==> src/rtl/cone_bist_ctrl.sv <==
// LFSR-driven BIST controller for an 18-input single-output cone: applies NPAT patterns,
// compacts responses in a 16-bit MISR, compares with GOLDEN. Option: BIST_SEED_LOAD_EN (runtime seed).
module cone_bist_ctrl #(
    parameter int unsigned NPAT   = 1024,
    parameter logic [15:0] GOLDEN = 16'h0000,
    parameter logic [17:0] SEED   = 18'h00001
) (
    input  logic        clock,
    input  logic        reset,
    input  logic        start,
    input  logic        abort,
`ifdef BIST_SEED_LOAD_EN
    input  logic [17:0] seed_i,
    input  logic        seed_ld,
`endif
    output logic [17:0] pat_o,
    input  logic        resp_i,
    output logic        busy,
    output logic        done,
    output logic        pass,
    output logic [15:0] sig_o
);
    typedef enum logic [2:0] {IDLE, APPLY, CAPTURE, COMPARE, DONE} state_t;

    localparam logic [17:0] SEED_NZ = (SEED == 18'h0) ? 18'h1 : SEED;
    localparam logic [15:0] NPAT_W  = 16'(NPAT);

    state_t      state_q;
    logic [17:0] pat_q;
    logic [15:0] sig_q;
    logic [15:0] cnt_q;
    logic        busy_q, done_q, pass_q;
    logic [17:0] seed_w;
    logic [17:0] lfsr_nxt;
    logic        misr_fb;

`ifdef BIST_SEED_LOAD_EN
    logic [17:0] seed_q;
    always_ff @(posedge clock) begin
        if (reset)
            seed_q <= SEED_NZ;
        else if (seed_ld && state_q == IDLE)
            seed_q <= (seed_i == 18'h0) ? 18'h1 : seed_i;
    end
    assign seed_w = seed_q;
`else
    assign seed_w = SEED_NZ;
`endif

    // pat_q doubles as the LFSR; it only advances when the next pattern is applied,
    // so pat_o keeps showing the last applied pattern once the run ends.
    assign lfsr_nxt = {pat_q[16:0], pat_q[17] ^ pat_q[10]};
    assign misr_fb  = sig_q[15] ^ sig_q[13] ^ sig_q[12] ^ sig_q[10] ^ resp_i;

    always_ff @(posedge clock) begin
        if (reset) begin
            state_q <= IDLE;
            pat_q   <= '0;
            sig_q   <= '0;
            cnt_q   <= '0;
            busy_q  <= 1'b0;
            done_q  <= 1'b0;
            pass_q  <= 1'b0;
        end else if (abort && state_q != IDLE) begin
            state_q <= IDLE;
            busy_q  <= 1'b0;
            done_q  <= 1'b0;
            pass_q  <= 1'b0;
        end else begin
            done_q <= 1'b0;
            case (state_q)
                IDLE: begin
                    // abort also wins over a simultaneous start request
                    if (start && !abort) begin
                        state_q <= APPLY;
                        pat_q   <= seed_w;
                        sig_q   <= '0;
                        cnt_q   <= '0;
                        pass_q  <= 1'b0;
                        busy_q  <= 1'b1;
                    end
                end
                APPLY: state_q <= CAPTURE;
                CAPTURE: begin
                    sig_q <= {sig_q[14:0], misr_fb};
                    cnt_q <= cnt_q + 16'd1;
                    if (cnt_q + 16'd1 == NPAT_W) begin
                        state_q <= COMPARE;
                    end else begin
                        state_q <= APPLY;
                        pat_q   <= lfsr_nxt;
                    end
                end
                COMPARE: begin
                    pass_q  <= (sig_q == GOLDEN);
                    state_q <= DONE;
                    busy_q  <= 1'b0;
                    done_q  <= 1'b1;
                end
                DONE:    state_q <= IDLE;
                default: state_q <= IDLE;
            endcase
        end
    end

    assign pat_o = pat_q;
    assign sig_o = sig_q;
    assign busy  = busy_q;
    assign done  = done_q;
    assign pass  = pass_q;
endmodule
==> config.mk <==
export PLATFORM = sky130hd
export DESIGN_NAME = cone_bist_ctrl
export DESIGN_NICKNAME = d
export VERILOG_FILES = /design/src/rtl/cone_bist_ctrl.sv
export SDC_FILE = /design/constraint.sdc
export NUM_CORES = 1
export LEC_CHECK = 0
export BUFFER_PORTS_ARGS = -buffer_cell sky130_fd_sc_hd__buf_2
export CAP_MARGIN = 25
export CORE_ASPECT_RATIO = 2
export CORE_MARGIN = 3
export CORE_UTILIZATION = 51
export CTS_CLUSTER_DIAMETER = 50
export DETAILED_ROUTE_END_ITERATION = 7
export PLACE_DENSITY = 0.84
export SLEW_MARGIN = 40
export SYNTH_ARGS = -nofsm -noshare
export SYNTH_HDL_FRONTEND = slang
export SYNTH_SLANG_ARGS = --single-unit
==> constraint.sdc <==
create_clock -name clock -period 2.05 [get_ports clock]
set_input_delay 0.615 -clock clock [delete_from_list [all_inputs] [get_ports clock]]
set_output_delay 0.615 -clock clock [all_outputs]
set_load 0.03 [all_outputs]
==> summary by stage, run 1 <==
STA
Of the available clock period, the critical path in the final layout requires 1.10. The max-slew headroom at the worst pin is 0.622. Across the routed clock network, the largest skew measured is 0.0130 ns.

The maximum achievable frequency is 443 MHz. For the pin with the worst max-slew slack, the measured transition is 0.567 ns. Setup repair after global routing could not meet its margin everywhere. The final hold violation count is 0. Setup violations remaining at the end of the flow were counted as 19. After layout, the worst setup slack is -0.207 ns. The minimum period implied by the final worst setup slack is 2.26 ns. Setup total negative slack on the finished layout was measured at -2.91 ns. The final number of max-transition violations came to 0.

Detailed routing
Summed over all layers, the routed wires come to 9.86 mm. After the first detailed-routing iteration, the DRC count stood at 202. In the final routed layout, each cell accounts on average for 20.4 um. The detailed router placed 2965 vias in this run.

The residual antenna-violating net count after detailed routing is 0. The number of vias per cell after detailed routing is 6.14. The pre-antenna-repair detailed-routing pass consisted of 5 iterations. After detailed routing, the number of remaining DRC violations is 0.

Clock tree
The CTS tree is yes. The H-tree was split into 2 levels. The clock-pin transition on the worst setup and hold timing paths is 0.11 ns. The clock latency on the worst-skew pair is 0.33 ns. The buffer depth of the longest clock path is 2. In this run, post-CTS hold repair placed 0 buffers. Buffers inserted during clock tree synthesis total 5. The clock drives 56 sinks. The master cell of the clock root buffer is clkbuf_8.

Synth
Yosys mapped the design onto 50 distinct sky130hd cell types. The most used flip-flop cell after synthesis is dfxtp_1. The async set-or-reset flop fraction in the synthesized netlist is 0. Yosys attributes the largest share of cell area to dfxtp_1 41%, a21oi_1 5.7%, nand3_1 4.7%. Of the post-synthesis cell area, the dominant cell type holds 0.408. When the netlist entered floorplanning its net count stood at 329. The gate count of the mapped netlist is 322. The mean instance size in the synthesized netlist is 8.53 sq um.

The most common cell in the synthesized netlist is dfxtp_1. By count the netlist is led by 56 x dfxtp_1, 32 x nand2_1, 32 x nor2_1. The part of the Yosys area used for sequential elements is 0.408. The number of warnings issued by yosys is 0. The post-synthesis cell area is 0.00275 sq mm.

The number of enable flip-flop cells after synthesis is 0. The number of synthesized register bits is 56. The synthesized design spends more area on one cell type than any other, namely dfxtp_1.

Critical path
The endpoint class of the critical path is a register. The largest fanout of any net on the critical path is 6. The worst setup path is launched from a register. Data on the critical path arrives at its endpoint at 2.48 ns. Setup slack on the worst reg-to-reg path comes out at -0.21 ns.

The endpoint required time on the critical path is 2.27 ns. The critical path class is reg -> reg.

Global route
The number of antenna violations at the first check in global routing is 0. The pin count of the biggest net entering global routing is 32. The first global-routing pass estimated 14.4 mm of wire. The number of global-route vias before repair is 2883.

The global routing usage summed across all routing layers is 0.300. The leftover overflow at the end of global routing is 0.

Pwr
The internal power of the cells totals 0.00165 W. The switching power summed over all nets is 0.000491 W. The proportion of total power due to net switching is 0.229.

The power per cell area is 536 mW/mm^2. The relative contribution of combinational cells to total power is 0.086. The register share of total power is 0.509.

The leakage power of the design is 1.69 nW. The clock network fraction of design power is 0.405. VDD sags by at most 0.773 mV.

Outcome
The run finished, with violations left. The final reports fail on negative setup slack.

Placed design
The post-placement cell count is 455. The routability congestion estimate from global placement is 0.996. Summing all placed instances gives a cell area of 0.00342 sq mm. The count of port buffers added during placement is 41. The half-perimeter wire length after detailed placement is 5.20 mm.

Cells and area
After routing the design area is 0.00399 sq mm. The number of antenna diodes in the final layout is 0. The net count of the finished layout is 432. Relative to the synthesized area, the layout overhead comes to 45.5%. The post-layout instance count excluding filler cells is 483. The share of final-layout standard cells stronger than drive strength 1 is 0.433.

Floorplanning
The initial core utilization is 0.529. The number of top-level design ports is 42. In this run the core area contains 37 standard-cell rows. In this run the standard cell core region covers 0.00518 sq mm. In this run the horizontal extent of the chip is 57.9 um. The die is 110 um tall. The floorplan die area is 0.00635 sq mm.

Flow run
Across the run, the number of max-cap violations was 0.

Hold path
The tightest min-delay check is of the reg -> reg type.
==> final timing paths <==
kind | start | endpoint | cells after the start
hold reg to reg | sig_o[5] | sig_o[5] | 2
setup / recovery | cnt_q[5] | pat_o[9] | 10
hold / removal | sig_o[5] | sig_o[5] | 2
setup reg to reg | cnt_q[5] | pat_o[9] | 10
==> power by group through the flow <==
| stage | clock network (W) | logic (W) | registers, W |
|---|---|---|---|
| 4_1_cts | 0.000855 | 0.000163 | 0.00109 |
| 5_1_grt | 0.000890 | 0.000193 | 0.00109 |
| 3_3_place_gp | 0 | 0.000135 | 0.00112 |
| 6_report | 0.000867 | 0.000185 | 0.00109 |
| 2_1_floorplan | 0 | 0.0000780 | 0.00113 |
| 3_5_place_dp | 0 | 0.000137 | 0.00112 |
==> logic make-up (layout without fill, tap and decap cells) <==
logic type | Yosys count | after routing | share of synthesized area
xor+xnor | 11 | 11 | 0.0351
fa+ha+maj | 2 | 2 | 0.00911
flops | 56 | 56 | 0.408
buf+inv | 23 | 126 | 0.0383
simple gates | 153 | 153 | 0.305
compound gates | 58 | 58 | 0.130
mux | 19 | 19 | 0.0743
==> final cells by class <==
type                            instances  area, sq um
Timing Repair Buffer                  117          886
Inverter                                2         7.51
Clock inverter                          2         60.1
Clock buffer                            5         68.8
Tap cell                               58         72.6
Sequential cell                        56         1150
Fill cell                             294         1190
Multi-Input combinational cell        243         1750
==> per-layer routing <==
layer  vias to the layer above  track usage  wire length (um)
met5                         -            0                 0
met4                         0        0.216               630
met3                        44       0.0505               568
met2                       140        0.505              5200
met1                      1442        0.333              3460
li1                       1339            -                 -
==> critical path, cell delays in order (launching register included) <==
cell and delay [ns]:
dfxtp_2 0.37, nand4_4 0.15, buf_4 0.17, buf_4 0.14, nor4_4 0.34, nand3_2 0.13, a2bb2oi_2 0.25, a21oi_4 0.11
clkbuf_16 0.17, buf_8 0.13, mux2i_4 0.18
==> layout by cell type (no fill, tap or decap), types with 3 or more instances in the layout <==
cell and instances:
buf_12 3, a211oi_1 3, or2_2 3, nand4_1 5, xnor2_1 5, nor3_1 3
nand2b_1 11, nor2_1 32, mux2_4 8, buf_6 4, clkbuf_8 5, a21oi_1 28
dfxtp_2 10, xor2_1 5, buf_4 64, dfxtp_1 42, a22oi_1 5, nor4_4 3
dfxtp_4 4, buf_8 3, o21ai_0 6, mux2i_1 9, a21oi_2 3, nor4_1 6
nand2_1 30, nand3_1 22, a31oi_1 3, nor2b_1 9, buf_2 41, nor3_2 3
==> metrics by stage <==
step	hold slack [ns]	power [W]	setup slack, ns	util
6_report	0.495	0.00214	-0.207	0.770
5_1_grt	0.522	0.00217	-0.281	0.770
4_1_cts	0.485	0.00211	-0.119	0.740
3_5_place_dp	0.469	0.00126	-0.132	0.660
3_3_place_gp	0.463	0.00125	-0.0842	0.660
2_1_floorplan	0.453	0.00120	-0.128	-
==> repair_timing <==
action                     4_1_cts  5_1_grt
cloned                           1        1
setup endpoints to repair       17       47
pin swaps                       13       18
gates resized for setup         39       22
buffers inserted                14        7
==> flip-flops by register name, summed over array words and instances (netlist names) <==
name / flops
cnt_q: 16
pat_o: 18
done: 1
state_q: 3
sig_o: 16
busy: 1
pass: 1
Power figures use the tool's default switching activity.
==> run 2, diff against run 1 <==
--- a/config.mk
+++ b/config.mk
@@ -12,6 +12,7 @@
 export CORE_UTILIZATION = 51
 export CTS_CLUSTER_DIAMETER = 50
 export DETAILED_ROUTE_END_ITERATION = 7
+export MAX_ROUTING_LAYER = met4
 export PLACE_DENSITY = 0.84
 export SLEW_MARGIN = 40
 export SYNTH_ARGS = -nofsm -noshare
==> summary by stage, run 2 (synthesized netlist as in run 1, its figures left out) <==
Flow run
Max-cap violations in this run came to 0.

Critical path
The delay of the slowest cell on the worst path is 0.42 ns. STA classifies the critical path endpoint as a register. The master of the slowest instance on the critical path is nor4_4.

The category of cells accounting for the largest share of critical-path delay is multiplexers. The critical path class is reg -> reg. The largest fanout of any net on the critical path is 7. The signal on the critical path passes through ha_4, nand3_4, buf_6, mux2i_4, mux2i_4, nor4_4, a21oi_4, buf_12, mux2_4. The worst path buffer plus inverter count is 2. The cell with the most instances on the worst path is mux2i_4.

The worst reg-to-reg setup slack is -0.18 ns. Data on the critical path is required at its endpoint by 2.26 ns. Data on the critical path arrives at its endpoint at 2.44 ns. The critical path startpoint category is a register.

Detailed routing
The count of vias placed by the detailed router is 3128. The first TritonRoute pass finished after 5 iterations. In this run, the number of DRC markers left after iteration 0 of detailed routing was 266. Summed over all layers, the routed wires come to 10.8 mm.

After detailed routing, the number of remaining DRC violations is 0. Once detail routing completed, the nets flagged for antenna violations numbered 0. The number of vias per cell after detailed routing is 6.44. In the final routed layout, each cell accounts on average for 22.3 um.

Global route
The leftover overflow at the end of global routing is 0. The number of global-route vias before repair is 2956. The global-route wire length before repair is 14.8 mm.

The number of antenna violations at the first check in global routing is 0. Entering global routing, the biggest net connects 32 pins. The global routing usage summed across all routing layers is 0.315.

Pwr
The leakage power of the design is 1.73 nW. The power per cell area is 513 mW/mm^2. IR analysis of the VDD net gives a maximum drop of 0.714 mV.

Clock tree
The H-tree was split into 2 levels. The post-cts hold buffer count is 0. The root buffer cell chosen for the clock tree is clkbuf_8.

TritonCTS built the clock tree. The number of clock sinks is 56. The number of clock buffers added by TritonCTS is 5.

Clock-pin slew was measured on the worst setup and hold paths at 0.10 ns. The clock latency on the worst-skew pair is 0.32 ns. The buffer depth of the longest clock path is 2.

STA
Setup repair after global routing could not meet its margin everywhere. The final worst-path setup slack is -0.182 ns. The max-slew headroom at the worst pin is 0.611. The final number of max-transition violations was 0. The maximum achievable frequency is 448 MHz. The maximum clock skew at final layout is 0.0102 ns.

For the pin with the worst max-slew slack, the measured transition is 0.583 ns. The final hold violation count is 0. The minimum hold slack is 0.491 ns. Dividing the final minimum period by the clock period gives 1.09.

Setup violations remaining at the end of the flow were counted as 20. After routing, the total negative slack on setup checks comes to -2.40 ns. The worst path in the final design needs a cycle of 2.23 ns, including I/O delays and setup.

Cells and area
The number of filler instances in the final layout is 265. The register with the most flip-flops in the layout has 18 of them. The area of the multi-input gates is 0.00181 sq mm. Relative to the synthesized area, the layout overhead comes to 49.4%. The top cell types in the final layout, fill and taps aside, are 58 x buf_4, 45 x dfxtp_1, 41 x buf_2.

The post-layout instance count excluding filler cells is 486. The final net count is 434. The number of antenna diodes in the final layout is 0.

The sequential cell area is 0.00115 sq mm. The library cell used most frequently in the layout, excluding fill and tap cells, is buf_4. At the end of the flow the core is filled with cells to 0.791. The share of final-layout standard cells stronger than drive strength 1 is 0.439.

Hold path
The min-delay analysis places its worst path in the category reg -> reg.

Floorplanning
For this configuration, the core starts out at a cell density of 0.529. 42 I/O pins were placed. Measured along the x axis, the die boundary spans 57.9 um. The number of core rows is 37.

The floorplan die area is 0.00635 sq mm. The floorplan step set the die height to 110 um. The core area is 0.00518 sq mm.

Placed design
The congestion estimate from routability-driven global placement came to 0.943. Before CTS, the worst setup slack after placement is -0.162 ns. The post-placement cell count is 456.

Summed over all nets, the half-perimeter wirelength after detailed placement is 5.38 mm. The count of port buffers added during placement is 41.

Outcome
The flow ran to the end, but the final reports show violations. The checks that failed: negative setup slack.
run 2: repair_timing:
item,CTS,global route
setup buffers,15,7
gates cloned,1,2
pin swaps,14,16
endpoints found under the setup margin,25,47
resized for setup,41,32
run 2: power breakdown:
part	switching, W	total [W]	internal (W)
Sequential	0.00000386	0.00109	0.00109
Clock	0.000386	0.000818	0.000432
Combinational	0.000104	0.000195	0.0000910
run 2: stage by stage:
step | total power, W | area [sq um]
2_1_floorplan | 0.00120 | 2800
6_report | 0.00210 | 4100
3_3_place_gp | 0.00126 | 3440
5_1_grt | 0.00214 | 4100
4_1_cts | 0.00206 | 3860
3_5_place_dp | 0.00126 | 3440
run 2: final timing paths:
path / start / end / depth (start not counted)
max: cnt_q[0] / pat_o[17] / 9
min: sig_o[9] / sig_o[9] / 2
max reg2reg: cnt_q[0] / pat_o[17] / 9
min reg2reg: sig_o[9] / sig_o[9] / 2
run 2: tightest hold or removal path, cell delays in order (launching register included):
cell and delay (ns):
dfxtp_1 0.34, nand2_1 0.06, a21oi_1 0.05
run 2: per-layer routing:
metal  vias to the layer above  global-route usage  wire (um)
li1                       1345                   -          -
met5                         -                   -          0
met1                      1500               0.317       3550
met4                         0               0.219        877
met2                       207               0.540       5620
met3                        76              0.0494        781
run 2: layout make-up:
cell class	count	share of cell area
clock buffer	7	0.0235
clock inverter	1	0.00732
inverter	2	0.00183
multi-input combinational	243	0.440
sequential	56	0.280
tap	58	0.0177
timing repair buffer	119	0.229
==> run 3, diff against run 2 <==
--- a/config.mk
+++ b/config.mk
@@ -6,7 +6,7 @@
 export NUM_CORES = 1
 export LEC_CHECK = 0
 export BUFFER_PORTS_ARGS = -buffer_cell sky130_fd_sc_hd__buf_2
-export CAP_MARGIN = 25
+export CAP_MARGIN = 0
 export CORE_ASPECT_RATIO = 2
 export CORE_MARGIN = 3
 export CORE_UTILIZATION = 51
@@ -14,6 +14,7 @@
 export DETAILED_ROUTE_END_ITERATION = 7
 export MAX_ROUTING_LAYER = met4
 export PLACE_DENSITY = 0.84
+export RECOVER_POWER = 100
 export SLEW_MARGIN = 40
 export SYNTH_ARGS = -nofsm -noshare
 export SYNTH_HDL_FRONTEND = slang
==> summary by stage, run 3 (synthesized netlist as in run 1, its figures left out) <==
Outcome
The flow ran to the end, but the final reports show violations. The final reports fail on negative setup slack.

Critical path
The critical register-to-register path startpoint is state_q[2]. The delay of the slowest cell on the worst path is 0.38 ns. The endpoint class of the critical path is a register. The worst path buffer plus inverter count is 2. The worst setup path is launched from a register. The critical path class is reg -> reg.

Measured in cells, the most critical reg-to-reg path has a length of 8. Walking the worst path, the cells encountered are clkbuf_1, or3_4, or3b_1, and2_4, clkbuf_4, nor3_2, a21oi_1, nor2_1. STA puts the critical path data arrival time at 2.50 ns.

The category of cells accounting for the largest share of critical-path delay is simple AND/OR/NAND/NOR gates. The endpoint identified for the worst register-to-register timing path is cnt_q[3]. The endpoint required time on the critical path is 2.28 ns. The master of the slowest instance on the critical path is or3b_1. The setup check on the worst reg-to-reg path leaves a slack of -0.22 ns. Of all nets on the critical path, the largest fanout is 28.

Global route
The leftover overflow at the end of global routing is 0. The number of global-route vias before repair came to 2956. The number of antenna violations at the first check in global routing came to 0. Entering global routing, the biggest net connects 32 pins. The global-route wire length before repair is 14.8 mm. For this run, the total global-route usage over all layers was measured as 0.315.

Floorplanning
Row generation in the floorplan step produced 37 rows. 42 I/O pins were placed. The initial core utilization is 0.529. The die is 57.9 um wide. The vertical die dimension is 110 um. The die covers 0.00635 sq mm.

The core area is 0.00518 sq mm.

Detailed routing
The number of search-and-repair iterations in the first detailed-routing pass is 6. In the final routed layout, each cell accounts on average for 22.2 um. In this run, the number of DRC markers left after iteration 0 of detailed routing was 269. The residual antenna-violating net count after detailed routing is 0. The number of vias per cell after detailed routing is 6.38. The count of vias placed by the detailed router is 3101. The final routed DRC violation total is 0. The total wire length is 10.8 mm.

Pwr
The worst-case IR drop observed on VDD is 0.720 mV. Summed over all cells, the static leakage comes to 1.56 nW. The share of total power dissipated in the clock network is 0.392. The relative contribution of combinational cells to total power is 0.090. For this design the ratio of total power to cell area is 522 mW/mm^2. For this design the total switching power over the nets is 0.000499 W. Of the total power, the share spent switching nets is 0.237. The design draws 0.00210 W.

The internal power of the cells is 0.00160 W. The register share of total power is 0.518.

Clock tree
Clock latency on the worst-skew pair, taken at its later pin, is 0.32 ns. The number of clock buffers inserted by TritonCTS is 5. The number of levels in the clock H-tree is 2.

The CTS tree is yes. The clock-pin transition on the worst setup and hold timing paths is 0.11 ns. Hold repair after CTS inserted 0 buffers.

CTS placed an instance of clkbuf_8 at the clock tree root. For this design, the sink count on the clock tree is 56. The buffer depth of the longest clock path is 2.

STA
The final worst-path cycle share is 1.11. Setup repair after global routing could not meet its margin everywhere. The number of endpoints failing setup at the final stage is 32. The final hold violation count is 0.

The final number of max-transition violations is 0. The final worst-path setup slack is -0.218 ns. On the final layout, the worst clock skew is 0.00932 ns. The minimum period implied by the final worst setup slack is 2.27 ns. Static timing analysis puts the maximum clock frequency at 441 MHz. In this run the tightest slew margin relative to its limit is 0.602. At the pin with the least slew margin, the transition time is 0.597 ns. The minimum hold slack is 0.489 ns.

Cells and area
The sequential cell area is 0.00115 sq mm. The filler cells instantiated in the layout total 302. The area of the multi-input gates is 0.00180 sq mm.

The flip-flop count of the largest register after layout is 18. The leading cell type in the layout, fill and taps excluded is buf_4. The area overhead of the layout relative to synthesis is 46.8%. The library cells used most frequently in the layout, excluding fill and tap cells, are 57 x buf_4, 46 x dfxtp_1, 39 x clkbuf_1.

The number of diodes is 0. The post-route standard cell area excluding fillers is 0.00403 sq mm. The post-layout instance count excluding filler cells is 486.

At the end of the flow, the number of nets in the layout was 434. The share of final-layout standard cells stronger than drive strength 1 is 0.343.

Placed design
Input and output buffers added on the ports amount to 41. The post-placement cell count is 456. The wire-length estimate of the detail-placed layout is 5.38 mm.

The congestion estimate from routability-driven global placement came to 0.943. After detailed placement, the total cell area comes to 0.00344 sq mm. OpenSTA, run right after detailed placement, puts the worst setup slack at -0.162 ns.

Hold path
The worst hold path terminates at sig_o[9]. The critical hold path startpoint is sig_o[9]. Counting instances, the worst hold path has a depth of 2. The worst hold path belongs to the class reg -> reg.

Flow run
The tool flagged a number of max-cap violations equal to 0.
[run 3: cell types whose count changed in the layout (fill, tap and decap cells not counted), sizes merged]
cell	delta
buf	-41
clkbuf	+41
[run 3: power by group through the flow]
stage | clock network, W | logic, W | registers, W
floorplan | 0 | 0.0000780 | 0.00113
global route | 0.000847 | 0.000196 | 0.00109
global placement | 0 | 0.000136 | 0.00112
finish | 0.000824 | 0.000189 | 0.00109
detailed placement | 0 | 0.000137 | 0.00112
CTS | 0.000808 | 0.000160 | 0.00109
[run 3: area by class of cell]
class,instances,area share
Tap cell,58,0.0180
Inverter,2,0.00186
Sequential cell,56,0.284
Multi-Input combinational cell,243,0.448
Timing Repair Buffer,119,0.217
Clock buffer,7,0.0239
Clock inverter,1,0.00745
[run 3: worst reg2reg max path, stage by stage (launching register included)]
cell      delay (ns)
dfxtp_1         0.34
clkbuf_1        0.12
or3_4           0.37
or3b_1          0.38
and2_4          0.17
clkbuf_4        0.28
nor3_2          0.26
a21oi_1         0.09
nor2_1          0.18
[run 3: layer usage]
layer  vias up  part of all wire  global-route usage
met2       198              0.52               0.540
met1      1486              0.33               0.317
met4         0             0.081               0.219
met5         -                 0                   -
li1       1342                 -                   -
met3        75             0.065              0.0494
[run 3: timing repair]
item	CTS	global route
pin swaps	14	16
gates resized for setup	41	32
gates cloned	1	2
buffers inserted	15	7
setup endpoints to repair	25	47
[run 3: how the worst max path moves through the flow]
stage                     end  slack (ns)  startpoint  depth (start not counted)
global route         cnt_q[3]       -0.38  state_q[2]                          8
detailed placement  pat_o[10]       -0.16    cnt_q[1]                          8
global placement    pat_o[10]       -0.08    cnt_q[7]                          8
floorplan           pat_o[10]       -0.13  state_q[2]                          7
finish               cnt_q[3]       -0.22  state_q[2]                          8
CTS                 pat_o[13]       -0.11  state_q[2]                          7
[run 3: metrics by stage]
step / util / TNS [ns]
2_1_floorplan: - / -0.150
3_3_place_gp: 0.664 / -0.726
3_5_place_dp: 0.664 / -1.91
4_1_cts: 0.745 / -1.21
5_1_grt: 0.777 / -6.20
6_report: 0.777 / -2.95
